==> config.mk <==
export PLATFORM = sky130hd
export DESIGN_NAME = bcd_convert_seq
export DESIGN_NICKNAME = d
export VERILOG_FILES = /design/src/rtl/bcd_convert_seq.sv
export SDC_FILE = /design/constraint.sdc
export NUM_CORES = 1
export LEC_CHECK = 0
export BUFFER_PORTS_ARGS = -buffer_cell sky130_fd_sc_hd__buf_2
export CAP_MARGIN = 10
export CORE_MARGIN = 2
export CORE_UTILIZATION = 50
export DETAILED_ROUTE_END_ITERATION = 10
export PLACE_DENSITY = 0.71
export SETUP_SLACK_MARGIN = 0.05
export SLEW_MARGIN = 10
export SYNTH_ARGS = -nofsm -noshare
export SYNTH_HDL_FRONTEND = slang
export SYNTH_SLANG_ARGS = --single-unit
==> constraint.sdc <==
create_clock -name clk -period 4 [get_ports clk]
set_clock_uncertainty 0.2 [all_clocks]
set_input_delay 0.4 -clock clk [delete_from_list [all_inputs] [get_ports clk]]
set_output_delay 0.4 -clock clk [all_outputs]
set_load 0.05 [all_outputs]
==> src/rtl/bcd_convert_seq.sv <==
`default_nettype none
// ============================================================================
// Module   : bcd_convert_seq
// Purpose  : Sequential binary-to-BCD converter (shift-and-add-3, one input
//            bit per clock) with start/done handshake, optional signed
//            input and overflow saturation. Results are held between
//            conversions.
// Ports    : clk      - rising-edge clock
//            rst_n    - asynchronous active-low reset
//            i_start  - conversion request, honoured in IDLE or DONE
//            i_bin    - value to convert, sampled with an accepted start
//            o_busy   - conversion in progress
//            o_done   - one-cycle pulse, results updated in the same cycle
//            o_bcd    - result digits, ones digit in bits [3:0]
//            o_neg    - sign of last converted value (0 when unsigned)
//            o_ovf    - last value exceeded 10^DIGITS-1, o_bcd saturated
// Revision : 1.0 - initial release
// ============================================================================
module bcd_convert_seq #(
   parameter int WIDTH  = 16,
   parameter int DIGITS = 5,
   parameter int SIGNED = 0
) (
   input  logic                  clk,
   input  logic                  rst_n,
   input  logic                  i_start,
   input  logic [WIDTH-1:0]      i_bin,
   output logic                  o_busy,
   output logic                  o_done,
   output logic [4*DIGITS-1:0]   o_bcd,
   output logic                  o_neg,
   output logic                  o_ovf
);

   localparam int                 CW     = $clog2(WIDTH + 1);
   localparam logic [CW-1:0]      c_last = CW'(WIDTH - 1);
   localparam logic [CW-1:0]      c_cnt1 = CW'(1);
   localparam logic [WIDTH-1:0]   c_one  = WIDTH'(1);
   localparam logic [4*DIGITS-1:0] c_sat = {DIGITS{4'd9}};

   typedef enum logic [1:0] {
      S_IDLE  = 2'd0,
      S_SHIFT = 2'd1,
      S_DONE  = 2'd2
   } state_t;

   state_t                r_state;
   logic [WIDTH-1:0]      r_shift;
   logic [4*DIGITS-1:0]   r_acc;
   logic [CW-1:0]         r_cnt;
   logic                  r_sign;
   logic                  r_ovf;

   logic [4*DIGITS-1:0]   w_adj;
   logic [4*DIGITS-1:0]   w_acc_next;
   logic [WIDTH-1:0]      w_shift_next;
   logic                  w_ovf_bit;
   logic                  w_is_neg;
   logic [WIDTH-1:0]      w_mag;

   // Add-3 correction: every digit evaluated from its pre-add value.
   for (genvar g = 0; g < DIGITS; g++) begin : g_digit
      assign w_adj[4*g +: 4] = (r_acc[4*g +: 4] >= 4'd5) ? (r_acc[4*g +: 4] + 4'd3)
                                                         : r_acc[4*g +: 4];
   end

   // Shift {acc, shift} left by one; the bit falling off the top digit
   // means the value no longer fits in DIGITS digits.
   assign w_ovf_bit    = w_adj[4*DIGITS-1];
   assign w_acc_next   = {w_adj[4*DIGITS-2:0], r_shift[WIDTH-1]};
   assign w_shift_next = {r_shift[WIDTH-2:0], 1'b0};

   // Two's complement magnitude; the most negative value maps to
   // 2^(WIDTH-1), which is representable as an unsigned WIDTH-bit number.
   assign w_is_neg = (SIGNED != 0) && i_bin[WIDTH-1];
   assign w_mag    = w_is_neg ? (~i_bin + c_one) : i_bin;

   always_ff @(posedge clk or negedge rst_n) begin
      if (!rst_n) begin
         r_state <= S_IDLE;
         r_shift <= '0;
         r_acc   <= '0;
         r_cnt   <= '0;
         r_sign  <= 1'b0;
         r_ovf   <= 1'b0;
         o_busy  <= 1'b0;
         o_done  <= 1'b0;
         o_bcd   <= '0;
         o_neg   <= 1'b0;
         o_ovf   <= 1'b0;
      end else begin
         case (r_state)
            S_IDLE, S_DONE: begin
               o_done <= 1'b0;
               if (i_start) begin
                  r_shift <= w_mag;
                  r_sign  <= w_is_neg;
                  r_acc   <= '0;
                  r_ovf   <= 1'b0;
                  r_cnt   <= '0;
                  o_busy  <= 1'b1;
                  r_state <= S_SHIFT;
               end else begin
                  r_state <= S_IDLE;
               end
            end

            S_SHIFT: begin
               r_shift <= w_shift_next;
               r_acc   <= w_acc_next;
               r_ovf   <= r_ovf | w_ovf_bit;
               r_cnt   <= r_cnt + c_cnt1;
               if (r_cnt == c_last) begin
                  // Last bit: publish the fully shifted result directly so
                  // the outputs change on the same edge DONE is entered.
                  o_bcd   <= (r_ovf | w_ovf_bit) ? c_sat : w_acc_next;
                  o_ovf   <= r_ovf | w_ovf_bit;
                  o_neg   <= r_sign;
                  o_busy  <= 1'b0;
                  o_done  <= 1'b1;
                  r_state <= S_DONE;
               end
            end

            default: begin
               o_busy  <= 1'b0;
               o_done  <= 1'b0;
               r_state <= S_IDLE;
            end
         endcase
      end
   end

endmodule
`default_nettype wire

Yosys cells after proc, flatten, opt, wreduce, memory -nomap -nowiden
Cells that the tools add are included.
{"block": "word_totals", "regBits": 67, "wordCells": 54}
{"block": "classes", "n_addsub": 6, "n_reduce_logical": 6, "eq_ne": 5, "magnitude_cmp": 5, "muxes": 22, "bitwise": 1}
{"op": "20-bit 2-to-1 mux", "count": 2}
{"op": "20-bit case mux with 2 select lines", "count": 1}
{"op": "16-bit case mux with 2 select lines", "count": 1}
{"op": "4-bit by 2-bit adder with 4-bit output, second input constant", "count": 5}
{"op": "4-bit by 3-bit >= comparator with 1-bit output, second input constant", "count": 5}
{"op": "4-bit 2-to-1 mux", "count": 5}
{"op": "16-bit 2-to-1 mux", "count": 1}
{"op": "5-bit case mux with 2 select lines", "count": 1}
{"op": "1-bit 2-to-1 mux", "count": 6}
{"op": "2-bit AND reduction", "count": 3}
{"op": "5-bit by 1-bit adder with 5-bit output, second input constant", "count": 1}
{"op": "5-bit by 4-bit == test with 1-bit output, second input constant", "count": 1}
{"op": "5-bit 2-to-1 mux", "count": 1}
{"op": "2-bit inequality test, second input constant", "count": 2}
{"op": "1-bit case mux with 2 select lines", "count": 2}
{"op": "2-bit case mux with 2 select lines", "count": 1}
{"op": "2-bit by 1-bit == test with 1-bit output, second input constant", "count": 1}
{"op": "2-bit == test, second input constant", "count": 1}
{"op": "2-bit logical NOT", "count": 1}
{"op": "2-bit 2-to-1 mux", "count": 1}
{"op": "2-bit nonzero test", "count": 1}
{"op": "2-bit OR reduction", "count": 1}
{"op": "1-bit OR", "count": 1}

Longest topological paths before layout
{"block": "logic_depth", "word_depth": 4, "ltp_mapped": 8, "ltp_nobuf": 7}

Worst setup path before layout
OpenSTA, ideal clock, no wires.
{"block": "synth_path", "path_kind": "flip-flop to flip-flop", "start": "register r_cnt[0]", "end": "register o_bcd[10]", "setup_time_ps": 120, "required_time_ps": 3680, "path_slack_ps": 2171, "n_path_buf": 1, "path_stages_with_launch": 8, "arrival_time_ps": 1509, "cell_sequence": "dfrtp_1 > ha_1 > and3_1 > ha_1 > nand2_2 > inv_1 > buf_2 > a31o_2"}
{"block": "synth_via", "elab_chain_cells": 2}
{"element": "start: declaration", "line": "50", "text": "logic [CW-1:0] r_cnt;"}
{"element": "start signal: assignment", "line": "112", "text": "r_cnt <= r_cnt + c_cnt1;"}
{"element": "5-bit by 4-bit == test with 1-bit output", "line": "113", "text": "if (r_cnt == c_last) begin"}
{"element": "2-bit AND reduction (no source line)"}
{"element": "end signal: assignment", "line": "116", "text": "o_bcd <= (r_ovf | w_ovf_bit) ? c_sat : w_acc_next;"}
{"element": "end: declaration", "line": "30", "text": "output logic [4*DIGITS-1:0] o_bcd,"}
Every way passes these cells.
A chain may end at the register's enable or synchronous reset.

Final worst setup path
{"block": "layout_path", "start": "register r_cnt[0]", "end": "register o_bcd[8]"}
The elaborated chain is that of the path after synthesis.

==> impl_metrics.py <==
metrics = {
    "synthesis": {
        "ys_types": 30,
        "seq_area_frac_synth_pct": 53.82,
        "yosys_warnings": 0,
        "ys_ff_latch": 67,
        "synthesis.area_um2": 3115,
        "syn_nets": 334,
        "avgSynthCellArea_um2": 10.28,
        "synthCells": 303,
    },
    "floorplanning": {
        "initial_core_util_pct": 52.31,
        "rows": 28,
        "ioPinCount": 43,
        "fp.dieW_um": 82.94,
        "die_area_um2": 6878,
        "die_h_um": 82.94,
        "fp.coreArea_um2": 5956,
    },
    "sta": {
        "maxSlewHeadroom_pct": 41.49,
        "fin_crit_ns": 2.389,
        "setup_slack_ns": 1.611,
        "post-route-period-util_pct": 59.73,
        "fin_hold_ws_ns": 0.06152,
        "hold_viol_final": 0,
        "fin_setup_tns_ns": 0,
        "setup_viol": 0,
        "tightestPinTransition_ns": 0.8767,
        "rsz0062_at_grt": "false",
        "drv_slew": 0,
        "fmax_ghz": 0.4186,
    },
    "detailed_routing": {
        "postRouteAntennaNets": 0,
        "wirelength_mm": 6.233,
        "avgViaCountPerCell": 5.528,
        "drc_errors": 0,
        "vias": 2333,
        "first_pass_iters": 4,
        "wire_per_inst_um": 14.77,
        "initialDrtViolationCount": 152,
    },
    "global_routing": {
        "grt_pass1_vias": 2265,
        "antenna_found_initial": 0,
        "grt_overflow": 0,
        "grt_use_total_pct": 19.17,
        "grt_max_degree": 42,
        "grt_pass1_wl_mm": 10.67,
    },
    "placed_design": {
        "hpwlAfterDp_mm": 4.050,
        "portBuffers": 41,
        "preCtsSetupSlack_ns": 1.614,
        "place_congestion": 0.7782,
    },
    "min_path": {
        "hold_start": "i_bin[6]",
        "holdPathEnd": "r_shift[6]",
        "min_path_cells": 3,
        "hold_path.class": "input port to register",
    },
    "cells_and_area": {
        "antennaDiodeCount": 0,
        "fillers": 528,
        "syn_to_final_growth_pct": 13.94,
        "regArea_um2": 1677,
        "multi_input_area_um2": 1292,
        "drive_gt1_share_pct": 21.90,
        "nets": 373,
    },
    "clock_network": {
        "numCtsBuffers": 9,
        "cts.clk_slew.worst_paths_ns": 0.07,
        "post_cts_buffers": 0,
        "root_buffer": "clkbuf_8",
        "cts_hold_buf": 1,
        "clock_sinks": 67,
        "cts_tree": "yes",
        "htree_levels": 3,
        "cts_max_path_buffers": 2,
        "clock_latency_ns": 0.35,
        "ctsResizeCount": 0,
    },
    "critical_path": {
        "r2r-start": "r_cnt[0]",
        "reg2regPathDepth": 7,
        "crit_required_ns": 4.07,
        "start_kind": "register",
        "arrival_ns": 2.45,
        "rrSetupSlack_ns": 1.61,
        "r2r-end": "o_bcd[8]",
        "cp_max_fo": 30,
        "path_class": "register to register",
        "cp-end-kind": "register",
    },
    "status": {
        "outcome": "complete, no violations",
    },
    "run": {
        "cap_violations": 0,
    },
    "pwr": {
        "p_leak_nw": 1.704,
        "p_per_area_nw_per_um2": 870.1,
        "ir_drop_v": 0.0004607,
    },
}
how the worst max path moves through the flow:
| stage | depth (start not counted) | startpoint | to | slack (ns) |
|---|---|---|---|---|
| 2_1_floorplan | 7 | r_cnt[0] | o_bcd[10] | 2.17 |
| 3_3_place_gp | 6 | r_cnt[0] | o_bcd[6] | 1.67 |
| 3_5_place_dp | 6 | r_cnt[0] | o_bcd[11] | 1.61 |
| 4_1_cts | 6 | r_cnt[0] | o_bcd[11] | 1.60 |
| 5_1_grt | 7 | r_cnt[0] | o_bcd[11] | 1.44 |
| 6_report | 7 | r_cnt[0] | o_bcd[8] | 1.61 |
metal layers:
metal / up-vias / global-route usage [%] / wire, um
li1: 1126 / - / -
met1: 1134 / 24.85 / 2850
met2: 66 / 30.50 / 2968
met3: 7 / 6.561 / 373
met5: - / 0 / 0
met4: 0 / 5.961 / 40
cells in the final DEF, fill, tap and decap left out, types with 12 or more instances in the layout:
cell type and instances:
nand2_1 44, a21oi_1 16, buf_2 41, ha_1 12
a22oi_1 15, dfrtp_1 67, a22o_1 13, nor2_1 16
o21ai_0 23, inv_1 13
critical path, stage by stage, from the launching register on:
cell and delay (ns):
dfrtp_1 0.38, ha_1 0.19, and3_1 0.17, ha_1 0.21, nand2_2 0.18, inv_1 0.69, nor2_1 0.10, a31oi_1 0.18
final cells by class:
type                            count  share of cell area, %
Inverter                           13                  1.375
Sequential cell                    67                  47.23
Clock buffer                       10                  3.877
Tap cell                           75                  2.644
Clock inverter                      6                  1.551
Timing Repair Buffer               46                  6.909
Multi-Input combinational cell    205                  36.41
cells by family (layout without fill, tap and decap cells):
family	count (synthesis)	after routing	share of synthesized area [%]
buffers and inverters	31	75	4.859
DFF	67	67	53.82
xor gates and xnor gates	5	5	1.406
other	1	1	0.1204
and+or+nand+nor	96	96	15.22
muxes	5	5	1.606
adders and majority gates	12	12	4.819
AOI/OAI and AO/OA	86	86	18.15
sequential cells by signal, summed over array words and instances, names as in the netlist:
signal   flops
o_bcd       20
r_state      2
o_ovf        1
r_acc       20
r_ovf        1
o_busy       1
o_done       1
r_shift     16
r_cnt        5
cells in the mapped netlist:
library cell | count | area share [%]
a31o_2 | 10 | 2.8
nand4_1 | 1 | 0.20
and2_1 | 4 | 0.80
and2_0 | 7 | 1.4
a22oi_1 | 15 | 3.6
nand2_1 | 44 | 5.3
nor3_4 | 1 | 0.52
a31oi_1 | 9 | 1.8
o21ai_0 | 23 | 3.7
a22o_1 | 13 | 3.7
nor2_1 | 17 | 2.0
mux2i_1 | 5 | 1.6
xnor2_1 | 5 | 1.4
buf_4 | 2 | 0.48
nand2b_1 | 7 | 1.4
ha_1 | 12 | 4.8
clkbuf_1 | 3 | 0.36
buf_1 | 1 | 0.12
dfrtp_1 | 67 | 54
conb_1 | 1 | 0.12
buf_2 | 10 | 1.6
nand3_1 | 1 | 0.16
nor3b_1 | 9 | 2.2
nor3b_2 | 1 | 0.40
a21oi_1 | 16 | 2.6
nand2_2 | 1 | 0.20
buf_6 | 2 | 0.72
inv_1 | 13 | 1.6
and3_1 | 1 | 0.20
nor2b_1 | 2 | 0.40
through the flow:
| stage | cell area, um2 | cells | power, mW | util (%) |
|---|---|---|---|---|
| after floorplan | 3115 | 303 | 2.239 | - |
| after detailed placement | 3347 | 405 | 2.549 | 56.20 |
| final | 3550 | 422 | 3.089 | 59.60 |
| after global routing | 3550 | 422 | 3.331 | 59.60 |
| after CTS | 3550 | 422 | 3.114 | 59.60 |
| after global placement | 3347 | 405 | 2.504 | 56.20 |
power by group:
group | switching (mW) | total (mW) | leakage (nW) | internal [mW]
clock network | 0.252 | 0.551 | 0.106 | 0.299
logic | 0.866 | 1.38 | 0.787 | 0.513
registers | 0.209 | 1.16 | 0.812 | 0.951
total | 1.33 | 3.09 | 1.70 | 1.76
Note: power is estimated with default switching activity, not from simulation.
